--- src/rtl/huc_rom_port.sv ---
// huc_rom_port
// Downstream PSRAM port for the HuCard mapper stage. Turns the mapper's
// flattened ROM/RAM request into timed read/write cycles on a 16-bit
// asynchronous PSRAM and returns the selected byte on dato. A one-word read
// cache and a one-deep pending slot absorb back-to-back CPU accesses.
//
// Ports:
//   clk, rst            clock, asynchronous active-high reset
//   ce, oe, we          request select / read strobe / write strobe
//   addr[19:0]          byte address, dati[7:0] write data
//   dato[7:0]           read data byte
//   busy                memory cycle, recovery or pending request outstanding
//   ovf                 sticky: a request was dropped
//   mem_addr[18:0]      PSRAM word address
//   mem_dq_i/o[15:0]    PSRAM data in / out, mem_dq_oe output enable
//   mem_ce_n, mem_oe_n, mem_we_n, mem_ub_n, mem_lb_n   active-low strobes
module huc_rom_port #(
    parameter int WAIT_RD = 4,
    parameter int WAIT_WR = 4,
    parameter int REC     = 1
) (
    input  logic        clk,
    input  logic        rst,
    input  logic        ce,
    input  logic        oe,
    input  logic        we,
    input  logic [19:0] addr,
    input  logic [7:0]  dati,
    output logic [7:0]  dato,
    output logic        busy,
    output logic        ovf,
    output logic [18:0] mem_addr,
    input  logic [15:0] mem_dq_i,
    output logic [15:0] mem_dq_o,
    output logic        mem_dq_oe,
    output logic        mem_ce_n,
    output logic        mem_oe_n,
    output logic        mem_we_n,
    output logic        mem_ub_n,
    output logic        mem_lb_n
);

    localparam int CW = 16;

    typedef enum logic [1:0] {S_IDLE, S_RD, S_WR, S_REC} state_t;

    state_t        state, state_nxt;
    logic [CW-1:0] cnt, cnt_nxt;
    logic          rd_prev, wr_prev;
    logic [15:0]   cache_word, cache_word_nxt;
    logic [18:0]   cache_tag, cache_tag_nxt;
    logic          cache_valid, cache_valid_nxt;
    logic          byte_sel, byte_sel_nxt;
    logic          pend_valid, pend_valid_nxt;
    logic          pend_wr, pend_wr_nxt;
    logic [19:0]   pend_addr, pend_addr_nxt;
    logic [7:0]    pend_dati, pend_dati_nxt;
    logic [7:0]    dato_nxt;
    logic          busy_nxt, ovf_nxt;
    logic [18:0]   mem_addr_nxt;
    logic [15:0]   mem_dq_o_nxt;
    logic          mem_dq_oe_nxt;
    logic          mem_ce_n_nxt, mem_oe_n_nxt, mem_we_n_nxt, mem_ub_n_nxt, mem_lb_n_nxt;

    logic          rd_req, wr_req, new_req;
    logic          launch, l_wr;
    logic [19:0]   l_addr;
    logic [7:0]    l_dati;

    // A simultaneous read and write edge is treated as a write only.
    assign wr_req  = ce & we & ~wr_prev;
    assign rd_req  = ce & oe & ~rd_prev & ~wr_req;
    assign new_req = rd_req | wr_req;

    always_ff @(posedge clk or posedge rst) begin
        if (rst) begin
            state       <= S_IDLE;
            cnt         <= '0;
            rd_prev     <= 1'b0;
            wr_prev     <= 1'b0;
            cache_word  <= '0;
            cache_tag   <= '0;
            cache_valid <= 1'b0;
            byte_sel    <= 1'b0;
            pend_valid  <= 1'b0;
            pend_wr     <= 1'b0;
            pend_addr   <= '0;
            pend_dati   <= '0;
            dato        <= 8'hFF;
            busy        <= 1'b0;
            ovf         <= 1'b0;
            mem_addr    <= '0;
            mem_dq_o    <= '0;
            mem_dq_oe   <= 1'b0;
            mem_ce_n    <= 1'b1;
            mem_oe_n    <= 1'b1;
            mem_we_n    <= 1'b1;
            mem_ub_n    <= 1'b1;
            mem_lb_n    <= 1'b1;
        end else begin
            state       <= state_nxt;
            cnt         <= cnt_nxt;
            rd_prev     <= ce & oe;
            wr_prev     <= ce & we;
            cache_word  <= cache_word_nxt;
            cache_tag   <= cache_tag_nxt;
            cache_valid <= cache_valid_nxt;
            byte_sel    <= byte_sel_nxt;
            pend_valid  <= pend_valid_nxt;
            pend_wr     <= pend_wr_nxt;
            pend_addr   <= pend_addr_nxt;
            pend_dati   <= pend_dati_nxt;
            dato        <= dato_nxt;
            busy        <= busy_nxt;
            ovf         <= ovf_nxt;
            mem_addr    <= mem_addr_nxt;
            mem_dq_o    <= mem_dq_o_nxt;
            mem_dq_oe   <= mem_dq_oe_nxt;
            mem_ce_n    <= mem_ce_n_nxt;
            mem_oe_n    <= mem_oe_n_nxt;
            mem_we_n    <= mem_we_n_nxt;
            mem_ub_n    <= mem_ub_n_nxt;
            mem_lb_n    <= mem_lb_n_nxt;
        end
    end

    always_comb begin
        state_nxt       = state;
        cnt_nxt         = cnt;
        cache_word_nxt  = cache_word;
        cache_tag_nxt   = cache_tag;
        cache_valid_nxt = cache_valid;
        byte_sel_nxt    = byte_sel;
        pend_valid_nxt  = pend_valid;
        pend_wr_nxt     = pend_wr;
        pend_addr_nxt   = pend_addr;
        pend_dati_nxt   = pend_dati;
        dato_nxt        = dato;
        ovf_nxt         = ovf;
        mem_addr_nxt    = mem_addr;
        mem_dq_o_nxt    = mem_dq_o;
        mem_dq_oe_nxt   = mem_dq_oe;
        mem_ce_n_nxt    = mem_ce_n;
        mem_oe_n_nxt    = mem_oe_n;
        mem_we_n_nxt    = mem_we_n;
        mem_ub_n_nxt    = mem_ub_n;
        mem_lb_n_nxt    = mem_lb_n;
        launch          = 1'b0;
        l_wr            = 1'b0;
        l_addr          = addr;
        l_dati          = dati;

        case (state)
            S_IDLE: begin
                // The pending request has priority over a fresh edge.
                if (pend_valid) begin
                    launch         = 1'b1;
                    l_wr           = pend_wr;
                    l_addr         = pend_addr;
                    l_dati         = pend_dati;
                    pend_valid_nxt = 1'b0;
                end else if (new_req) begin
                    launch = 1'b1;
                    l_wr   = wr_req;
                end
            end
            S_RD: begin
                if (cnt == CW'(1)) begin
                    cache_word_nxt  = mem_dq_i;
                    cache_tag_nxt   = mem_addr;
                    cache_valid_nxt = 1'b1;
                    dato_nxt        = byte_sel ? mem_dq_i[15:8] : mem_dq_i[7:0];
                    mem_ce_n_nxt    = 1'b1;
                    mem_oe_n_nxt    = 1'b1;
                    mem_ub_n_nxt    = 1'b1;
                    mem_lb_n_nxt    = 1'b1;
                    state_nxt       = (REC == 0) ? S_IDLE : S_REC;
                    cnt_nxt         = CW'(REC);
                end else begin
                    cnt_nxt = cnt - CW'(1);
                end
            end
            S_WR: begin
                if (cnt == CW'(1)) begin
                    mem_ce_n_nxt  = 1'b1;
                    mem_we_n_nxt  = 1'b1;
                    mem_ub_n_nxt  = 1'b1;
                    mem_lb_n_nxt  = 1'b1;
                    mem_dq_oe_nxt = 1'b0;
                    state_nxt     = (REC == 0) ? S_IDLE : S_REC;
                    cnt_nxt       = CW'(REC);
                end else begin
                    cnt_nxt = cnt - CW'(1);
                end
            end
            S_REC: begin
                if (cnt <= CW'(1)) begin
                    state_nxt = S_IDLE;
                    cnt_nxt   = '0;
                end else begin
                    cnt_nxt = cnt - CW'(1);
                end
            end
            default: state_nxt = S_IDLE;
        endcase

        // Slot capture: the slot is free either because it is empty or
        // because its occupant launches this very cycle.
        if (new_req && (state != S_IDLE || pend_valid)) begin
            if (state != S_IDLE && pend_valid) begin
                ovf_nxt = 1'b1;
            end else begin
                pend_valid_nxt = 1'b1;
                pend_wr_nxt    = wr_req;
                pend_addr_nxt  = addr;
                pend_dati_nxt  = dati;
            end
        end

        if (launch) begin
            if (!l_wr) begin
                if (cache_valid && l_addr[19:1] == cache_tag) begin
                    dato_nxt = l_addr[0] ? cache_word[15:8] : cache_word[7:0];
                end else begin
                    state_nxt    = S_RD;
                    cnt_nxt      = CW'(WAIT_RD);
                    mem_addr_nxt = l_addr[19:1];
                    byte_sel_nxt = l_addr[0];
                    mem_ce_n_nxt = 1'b0;
                    mem_oe_n_nxt = 1'b0;
                    mem_ub_n_nxt = 1'b0;
                    mem_lb_n_nxt = 1'b0;
                end
            end else begin
                state_nxt     = S_WR;
                cnt_nxt       = CW'(WAIT_WR);
                mem_addr_nxt  = l_addr[19:1];
                mem_dq_o_nxt  = {l_dati, l_dati};
                mem_dq_oe_nxt = 1'b1;
                mem_ce_n_nxt  = 1'b0;
                mem_we_n_nxt  = 1'b0;
                mem_lb_n_nxt  = l_addr[0];
                mem_ub_n_nxt  = ~l_addr[0];
                // Write-through keeps the cached word coherent with PSRAM.
                if (cache_valid && l_addr[19:1] == cache_tag) begin
                    if (l_addr[0]) cache_word_nxt[15:8] = l_dati;
                    else           cache_word_nxt[7:0]  = l_dati;
                end
            end
        end

        busy_nxt = (state_nxt != S_IDLE) | pend_valid_nxt;
    end

endmodule

--- config.mk ---
export PLATFORM = sky130hd
export DESIGN_NAME = huc_rom_port
export DESIGN_NICKNAME = d
export VERILOG_FILES = /design/src/rtl/huc_rom_port.sv
export SDC_FILE = /design/constraint.sdc
export NUM_CORES = 1
export LEC_CHECK = 0
export BUFFER_PORTS_ARGS = -buffer_cell sky130_fd_sc_hd__buf_4
export CORE_ASPECT_RATIO = 0.6
export CORE_MARGIN = 2
export CORE_UTILIZATION = 30
export DETAILED_ROUTE_END_ITERATION = 10
export PLACE_DENSITY = 0.52
export REMOVE_ABC_BUFFERS = 1
export SYNTH_ARGS = -nofsm -noshare
export SYNTH_HDL_FRONTEND = slang
export SYNTH_SLANG_ARGS = --single-unit
--- constraint.sdc ---
create_clock -name clk -period 5.02 [get_ports clk]
set_clock_uncertainty 0.2 [all_clocks]
set_input_delay 0.251 -clock clk [delete_from_list [all_inputs] [get_ports clk]]
set_output_delay 0.251 -clock clk [all_outputs]
set_load 0.02 [all_outputs]
Word level (Yosys, flattened, before mapping):

Cells that the tools add are included.

* add/subtract/negate cells: 1
* $mul: 0
* divide/modulo/power cells: 0
* magnitude comparators: 1
* equality and inequality tests: 6
* shifts and indexed selects: 0
* multiplexer cells: 69
* bitwise operators: 14
* reduce and logical (&&, ||, !) cells: 14

Operators by type and width (number)
* $mux 16: 10
* $mux 8: 11
* $mux 20: 2
* $mux 19: 2
* $mux 1: 37
* $pmux 16 s2: 1
* $eq 19x19->1: 1
* $eq 16x1->1 const B: 1
* $le 16x1->1 const B: 1
* $sub 16x1->16 const B: 1
* $mux 2: 5
* $reduce_and 2->1: 5
* $not 1->1: 7
* $and 1x1->1: 5
* $eq 2x2->1 const B: 2
* $pmux 2 s2: 1
* $reduce_bool 2->1: 2
* $logic_and 1x1->1: 3
* $reduce_and 3->1: 1
* $eq 2x1->1 const B: 1
* $logic_not 2->1: 1
* $ne 2x2->1 const B: 1
* $or 1x1->1: 2
* $reduce_or 2->1: 1
* $logic_or 1x1->1: 1

* bits in registers: 138
* latch bits: 0
* bits in writable memories: 0
* memory bits (read-only): 0
* bits of input ports: 49
* output and inout bits: 51
* memories kept: 0

Longest topological paths before layout:

Gate-level depths: netlist of the first run.

* word-level depth: 12
* gate-level depth with buffers: 13
* mapped depth without buffers: 9

Worst setup path after synthesis of the first run:

Ideal clock, no wire load.

* path kind: register to register
* start point: register state[0]
* end point: register cache_word[7]
* setup time: 0.131 ns
* arrival: 2.551 ns
* setup slack: 2.138 ns
* stages on the path, launching flop included: 12
* path buffers: 5
* period minus slack after synthesis: 2.882 ns
* cell sequence: dfrtp_1 inv_1 ha_1 buf_4 and2_1 buf_6 buf_6 clkbuf_1 mux2i_2 and4_1 buf_2 o22ai_1

* cells in the longest elaborated chain, start to end: 7
* elaborated cells between the ends (all ways): 13
* those cells by class: eq/ne: 2; mux: 9; reduce/logical: 2

Ends and longest elaborated chain
* start, declared: RTL line 47 `state_t state, state_nxt;`
* start signal, assigned: RTL line 101 `state <= state_nxt;`
* $logic_not 2->1: RTL line 153 `case (state)`
* $mux 20: RTL line 153
* $eq 19x19->1: RTL line 245 `if (cache_valid && l_addr[19:1] == cache_tag) begin`
* $logic_and 1x1->1: RTL line 245
* $mux 16: RTL line 245
* $mux 16: RTL line 221 `if (!l_wr) begin`
* $mux 16 *: RTL line 220 `if (launch) begin`
* net cache_word_nxt[7]: RTL line 50 `logic [15:0] cache_word, cache_word_nxt;`
* end signal, assigned: RTL line 105 `cache_word <= cache_word_nxt;`
* end, declared: RTL line 50

The timed path passes the listed nets; every way through them passes the cells marked *.
A chain may end at the register's enable or synchronous reset.

Worst setup path in the final report of the first run:

* start point: register state[0]
* end point: register dato[0]

* cells in the longest elaborated chain, start to end: 7
* elaborated cells between the ends (all ways): 12
* those cells by class: eq/ne: 2; mux: 8; reduce/logical: 2

Ends and longest elaborated chain
* $logic_not 2->1: RTL line 153
* $mux 20: RTL line 153
* $eq 19x19->1: RTL line 222 `if (cache_valid && l_addr[19:1] == cache_tag) begin`
* $logic_and 1x1->1: RTL line 222
* $mux 8: RTL line 222
* $mux 8: RTL line 221
* $mux 8 *: RTL line 220
* net dato_nxt[0]: RTL line 58 `logic [7:0] dato_nxt;`
* end signal, assigned: RTL line 113 `dato <= dato_nxt;`
* end, declared: RTL line 29 `output logic [7:0] dato,`

Marked as above.

==> run_results.csv, run 1 <==
group,metric,value,unit
power,p_switching,638,µW
power,power.density,312,nW/µm²
detailed_routing,drc,0,
clock_network,clock_latency,0.42,ns
floorplan,die-area,22900,µm²
synth,syn_area_per_cell,11.1,µm²
power,intPower,2040,µW
sta,period_minus_slack,4.31,ns
cells_and_area,fill_cells,2048,
floorplan,ios,100,
placed_design,dp_cells,938,
worst_setup_path,startpoint_type,"flip-flop",
clock_network,cts_sinks,130,
clock_network,htree_levels,4,
worst_setup_path,critPathBufInv,1,
sta,slew_violations,0,
synth,synth_seq_cells,130,
global_route,grt_overflow,0,
synth,synth_area_leader_cell,"dfrtp_1",
synth,synth.cells.most_frequent,"117 x dfrtp_1, 60 x mux2i_1, 54 x nand2_1",
power,leakage,0.00391,µW
detailed_routing,vias,5037,
power,worst_ir_drop_vdd,231,µV
power,sequentialPowerShare,0.417,
detailed_routing,drt_iter0_markers,252,
worst_setup_path,worstPathArrival,4.44,ns
global_route,grt_pass1_wl,29900,µm
cells_and_area,multi_input_area,2910,µm²
sta,setup_tns,0,ns
power,p_clk_frac,0.514,
worst_setup_path,cpPeakStageDelay,0.78,ns
clock_network,cts_tree,"done",
worst_setup_path,crit_chain,"inv_1 > ha_1 > and2_2 > mux2i_1 > o221ai_1 > a2111oi_2 > and2_2 > and4b_1 > mux2i_1",
min_path,hp-class,"in -> reg",
sta,worstMarginPinSlew,0.911,ns
global_route,antenna_found_initial,0,
detailed_routing,routed_wire_length_per_instance,18.1,µm
placed_design,place_hpwl,12800,µm
power,p_comb_frac,0.069,
synth,synth_area,6490,µm²
synth,yosysWarningCount,0,
floorplan,start_util,0.307,
worst_setup_path,slowest_stage,"and2_2",
power,p_sw_frac,0.238,
clock_network,clk_pin_slew,0.06,ns
detailed_routing,totalWireLength,18500,µm
worst_setup_path,critical_path_required,5.16,ns
sta,rsz0062_at_grt,"no",
synth,ys_top_cells_by_area,"dfrtp_1 45%, mux2i_1 9.3%, mux2_2 7.8%, dfstp_2 5.3%, o21ai_0 3.8%",
synth,synth_top_area_frac,0.451,
synth,synth_cell_types,65,
cells_and_area,final_cells,1019,
placed_design,port_buffers,99,
synth,syn_inst,587,
detailed_routing,drt-vias-per-instance,4.94,
worst_setup_path,ff2ff_setup_slack,0.71,ns
cells_and_area,fin_nets,783,
job,cap_violations,0,
cells_and_area,drive_above_1_share,0.297,
floorplan,core_area,21100,µm²
synth,synth_ff_type,"dfrtp_1",
worst_setup_path,path_class,"reg -> reg",
worst_setup_path,cp_max_fo,27,
sta,post-route-period-util,0.858,
placed_design,place_congestion,0.779,
cells_and_area,seqCellArea,3270,µm²
synth,async_flop_share,1.00,
cells_and_area,area_growth,32.0,%
floorplan,die_w,194,µm
sta,finalSetupViolations,0,
synth,ys_seq_area_frac,0.504,
synth,yosysMostFrequentCell,"dfrtp_1",
floorplan,die_h,118,µm
detailed_routing,dr.pass1.iters,5,
global_route,grt_start_max_net_pins,67,
sta,hold_viol,0,
worst_setup_path,path_delay_family,"simple AND/OR/NAND/NOR gates",
sta,clock.fmax,232,MHz
synth,synth_edf_count,0,
detailed_routing,ant_nets,0,
cells_and_area,antenna_cells,0,
clock_network,numCtsBuffers,17,
floorplan,core.rowCount,41,
status,status,"finished, final reports clean",
global_route,grt_usage,0.168,
clock_network,cts_root_buf,"clkbuf_16",
worst_setup_path,cp-end-kind,"flip-flop",
global_route,grt_pass1_vias,5286,
sta,holdWs,0.0112,ns
clock_network,cts_resized,0,
clock_network,clock_path_buffers,2,
sta,max_slew_margin,0.391,
through the flow:
stage	worst slack [ns]	util	total power, µW	area (µm²)
final	0.715	0.406	2680	8570
after detailed placement	0.787	0.352	1290	7440
after CTS	0.732	0.406	2710	8570
after floorplan	1.03	-	1220	6260
after global routing	0.399	0.406	2780	8570
after global placement	0.977	0.352	1280	7440
kinds of logic after synthesis:
kind of cell    after synthesis  synth area share
compound gates              121             0.119
xor+xnor                     27            0.0364
fa+ha+maj                     7            0.0135
buf+inv                      61            0.0499
flops                       130             0.504
mux                         106             0.173
simple gates                135             0.105
final timing paths:
kind,end,startpoint,depth (start not counted)
min reg2reg,mem_ce_n,mem_ce_n,2
max in group asynchronous,cache_word[11],rst,4
min,pend_wr,ce,3
min in group asynchronous,pend_addr[13],rst,3
max,dato[0],state[0],9
max reg2reg,dato[0],state[0],9
what timing repair did:
| item | 4_1_cts | 5_1_grt |
|---|---|---|
| hold buffers | 49 | 0 |
| endpoints found under the hold margin | 82 | 0 |
| setup buffers | 0 | 0 |
layer usage:
layer  up-vias  part of all wire  GRT usage
li1       2362                 -          -
met1      2558              0.50      0.244
met2        98              0.45      0.255
met3        19             0.040     0.0372
met4         0            0.0095     0.0412
met5         -                 0          0
state kept, by name (all words and copies together), names as in the netlist, 2 cells and up:
signal      flops
pend_addr      20
cache_tag      19
mem_addr       19
cache_word     16
cnt            16
dato            8
mem_dq_o        8
pend_dati       8
state           2
cells in the final DEF (no fill, tap or decap), types with 3 or more instances in the layout:
master,synthesis,routed
dfrtp_1,117,117
buf_4,10,108
mux2i_1,60,60
nand2_1,54,54
dlygate4sd3_1,0,49
o21ai_0,49,48
mux2_2,45,45
nor2_1,34,34
inv_1,25,24
xnor2_1,21,21
o22ai_1,18,18
clkbuf_16,0,17
a21oi_1,13,13
dfstp_2,13,13
a21o_1,8,8
nor3_1,7,7
ha_1,7,7
xor2_1,6,6
inv_6,0,6
and2_1,6,5
o31ai_1,4,4
and4_1,4,4
bufinv_16,0,4
or4_4,3,3
nand4_1,3,3
nand3_1,3,3
a211oi_1,3,3
nand2b_1,3,3
power groups by stage:
stage                     Sequential (µW)  Clock [µW]  Combinational [µW]
after global placement               1130           0                 151
after global routing                 1120        1450                 206
after detailed placement             1140           0                 158
after floorplan                      1130           0                83.3
final                                1120        1380                 185
after CTS                            1120        1400                 188
worst min-delay path, cell delays in order:
cell and delay [ns]:
buf_4 0.12, nand2_1 0.13, o31ai_1 0.08
layout make-up:
class | instances | area share
repair buffers | 157 | 0.152
clock inverters | 15 | 0.0257
clock buffers | 17 | 0.0496
inverters | 25 | 0.0112
multi-input cells | 396 | 0.340
well taps | 279 | 0.0407
flip-flops and latches | 130 | 0.381
Note: power is estimated with default switching activity, not from simulation.
==> run 2: changes to the inputs <==
--- a/config.mk
+++ b/config.mk
@@ -5,12 +5,13 @@
 export SDC_FILE = /design/constraint.sdc
 export NUM_CORES = 1
 export LEC_CHECK = 0
+export ABC_AREA = 1
 export BUFFER_PORTS_ARGS = -buffer_cell sky130_fd_sc_hd__buf_4
 export CORE_ASPECT_RATIO = 0.6
 export CORE_MARGIN = 2
 export CORE_UTILIZATION = 30
 export DETAILED_ROUTE_END_ITERATION = 10
-export PLACE_DENSITY = 0.52
+export PLACE_DENSITY = 0.51
 export REMOVE_ABC_BUFFERS = 1
 export SYNTH_ARGS = -nofsm -noshare
 export SYNTH_HDL_FRONTEND = slang
==> run_results.csv, run 2 <==
group,metric,value,unit
placed_design,port_buffers,99,
floorplan,die_w,200,µm
synth,ys_top_cells_by_area,"dfrtp_1 43%, nand2_1 21%, o21ai_0 5.3%, dfstp_2 5.0%, inv_1 4.7%",
worst_setup_path,worstPathArrival,3.34,ns
sta,worstMarginPinSlew,0.932,ns
floorplan,start_util,0.309,
min_path,min-delay-start,"mem_dq_i[2]",
worst_setup_path,timing.rr.end,"mem_addr[5]",
sta,rsz0062_at_grt,"no",
clock_network,clock_path_buffers,2,
sta,period_minus_slack,3.22,ns
clock_network,clock_latency,0.43,ns
cells_and_area,antenna_cells,0,
power,worst_ir_drop_vdd,316,µV
floorplan,ios,100,
placed_design,dpl_cell_area,7850,µm²
cells_and_area,top_regs,"pend_addr (20), cache_tag (19), mem_addr (19)",
placed_design,dp_cells,1306,
detailed_routing,drc,3,
cells_and_area,fin_nets,1114,
job,cap_violations,0,
worst_setup_path,crit-reg2reg-launch,"state[1]",
detailed_routing,totalWireLength,20600,µm
global_route,grt_start_max_net_pins,100,
cells_and_area,largest_reg_flops,20,
floorplan,die-area,24200,µm²
min_path,hp-class,"in -> reg",
cells_and_area,top_register,"pend_addr",
worst_setup_path,startpoint_type,"flip-flop",
power,leakage,0.00468,µW
cells_and_area,drive_above_1_share,0.160,
worst_setup_path,ff2ff_setup_slack,1.80,ns
synth,synth_cell_types,36,
clock_network,clk_pin_slew,0.06,ns
floorplan,die_h,121,µm
clock_network,cts_root_buf,"clkbuf_16",
min_path,hold_path_end,"cache_word[2]",
detailed_routing,vias,6164,
cells_and_area,stdcell_area,8840,µm²
sta,hold_viol,0,
cells_and_area,multi_input_area,3010,µm²
sta,finalSetupViolations,0,
synth,yosysMostFrequentCell,"nand2_1",
clock_network,cts_resized,0,
worst_setup_path,critical_path_required,5.14,ns
global_route,antenna_found_initial,0,
floorplan,core.rowCount,42,
cells_and_area,final_common_cell,"nand2_1",
worst_setup_path,cp-end-kind,"flip-flop",
clock_network,numCtsBuffers,17,
clock_network,cts_tree,"done",
sta,setup_tns,0,ns
global_route,grt_pass1_wl,32900,µm
worst_setup_path,cp_max_fo,26,
synth,synth_seq_cells,130,
synth,async_flop_share,1.00,
sta,post-route-period-util,0.642,
cells_and_area,area_growth,28.3,%
sta,clock.fmax,310,MHz
synth,synth.cells.most_frequent,"392 x nand2_1, 117 x dfrtp_1, 86 x inv_1",
sta,max_slew_margin,0.372,
cells_and_area,seqCellArea,3270,µm²
global_route,grt_usage,0.180,
detailed_routing,routed_wire_length_per_instance,14.9,µm
min_path,whs_path_depth,5,
synth,synth_ff_type,"dfrtp_1",
synth,yosysWarningCount,0,
global_route,grt_pass1_vias,5969,
detailed_routing,ant_nets,0,
synth,syn_area_per_cell,7.40,µm²
detailed_routing,drt_iter0_markers,498,
global_route,grt_overflow,0,
synth,synth_edf_count,0,
floorplan,core_area,22300,µm²
worst_setup_path,path_class,"reg -> reg",
placed_design,place_hpwl,14100,µm
worst_setup_path,reg2reg_depth,17,
status,violations,"design-rule violations",
clock_network,cts_sinks,130,
detailed_routing,dr.pass1.iters,10,
clock_network,htree_levels,4,
detailed_routing,drt-vias-per-instance,4.47,
cells_and_area,layout_common_cells,"392 x nand2_1, 117 x dfrtp_1, 114 x buf_4",
synth,synth_area,6890,µm²
synth,ys_seq_area_frac,0.475,
status,status,"finished with violations",
power,power.density,637,nW/µm²
synth,syn_inst,930,
cells_and_area,fill_cells,2341,
synth,synth_top_area_frac,0.425,
cells_and_area,final_cells,1379,
synth,synth_area_leader_cell,"dfrtp_1",
placed_design,place_congestion,0.828,
sta,slew_violations,0,
[run 2: cell types whose count changed after synthesis, sizes merged, moves of 7 or more]
cell | previous run | this run
o21ai | 50 | 91
mux2i | 61 | 4
nor2 | 35 | 59
mux2 | 45 | 0
clkbuf | 10 | 17
nand4 | 4 | 17
a21oi | 14 | 6
nand3 | 3 | 58
inv | 25 | 86
xnor2 | 21 | 3
o22ai | 18 | 1
a21o | 8 | 0
nand2 | 55 | 398
[run 2: worst max-delay path, cell delays in order (launching register included)]
cell and delay (ns):
dfrtp_1 0.40, inv_1 0.13, ha_1 0.25, buf_4 0.35, nand3_1 0.18, nand2_1 0.15
nand2_1 0.06, nand2_1 0.05, nand2_1 0.06, nor2_1 0.14, nand2_1 0.08, nor2_2 0.13
nand2_2 0.11, nand2_2 0.09, nand2_1 0.28, buf_4 0.31, nand2_1 0.07, nand2_1 0.05
[run 2: metrics by stage]
step           worst slack (ns)  hold WS, ns  power (µW)  utilization
3_5_place_dp               1.84        0.260        4390        0.352
4_1_cts                    1.82    0.0000567        5680        0.397
6_report                   1.80       0.0178        5630        0.397
3_3_place_gp               1.89        0.261        4390        0.352
5_1_grt                    1.46       0.0327        6100        0.397
2_1_floorplan              1.12        0.168        3410            -
[run 2: power by group]
| group | internal [µW] | leakage (µW) | switching, µW |
|---|---|---|---|
| registers | 1540 | 0.00159 | 334 |
| clock network | 769 | 0.000278 | 470 |
| logic | 882 | 0.00280 | 1640 |
| total | 3190 | 0.00468 | 2440 |
[run 2: cell families (layout without fill, tap and decap cells)]
| family | Yosys count | count (layout) | share of synthesized area |
|---|---|---|---|
| AOI/OAI and AO/OA | 100 | 100 | 0.0779 |
| adders and majority gates | 7 | 7 | 0.0127 |
| buffers and inverters | 134 | 275 | 0.0885 |
| xor gates and xnor gates | 13 | 13 | 0.0165 |
| DFF | 130 | 130 | 0.475 |
| muxes | 4 | 4 | 0.00581 |
| and+or+nand+nor | 542 | 542 | 0.324 |
[run 2: worst max path at each step]
stage / startpoint / endpoint / slack [ns] / cells after the start
after global placement: state[0] / mem_addr[4] / 1.89 / 14
after CTS: state[1] / mem_ub_n / 1.82 / 15
after global routing: state[1] / mem_addr[16] / 1.46 / 17
final: state[1] / mem_addr[5] / 1.80 / 17
after floorplan: rst / busy / 1.12 / 1
after detailed placement: state[0] / mem_addr[16] / 1.84 / 17
[run 2: cell type report]
cell class                      count  share of cell area
Clock buffer                       26              0.0554
Timing Repair Buffer              155               0.143
Inverter                           88              0.0379
Multi-Input combinational cell    666               0.340
Tap cell                          308              0.0436
Sequential cell                   130               0.370
Clock inverter                      6             0.00935
[run 2: timing repair]
| action | 4_1_cts | 5_1_grt |
|---|---|---|
| setup endpoints to repair | 0 | 0 |
| endpoints found under the hold margin | 140 | 0 |
| setup buffers | 0 | 0 |
| hold buffers | 41 | 0 |
[run 2: per-layer routing]
metal / share of wire / global-route usage / vias to the layer above
li1: - / - / 3162
met5: 0 / 0 / -
met1: 0.53 / 0.273 / 2837
met4: 0.010 / 0.0468 / 0
met2: 0.40 / 0.249 / 149
met3: 0.057 / 0.0489 / 16
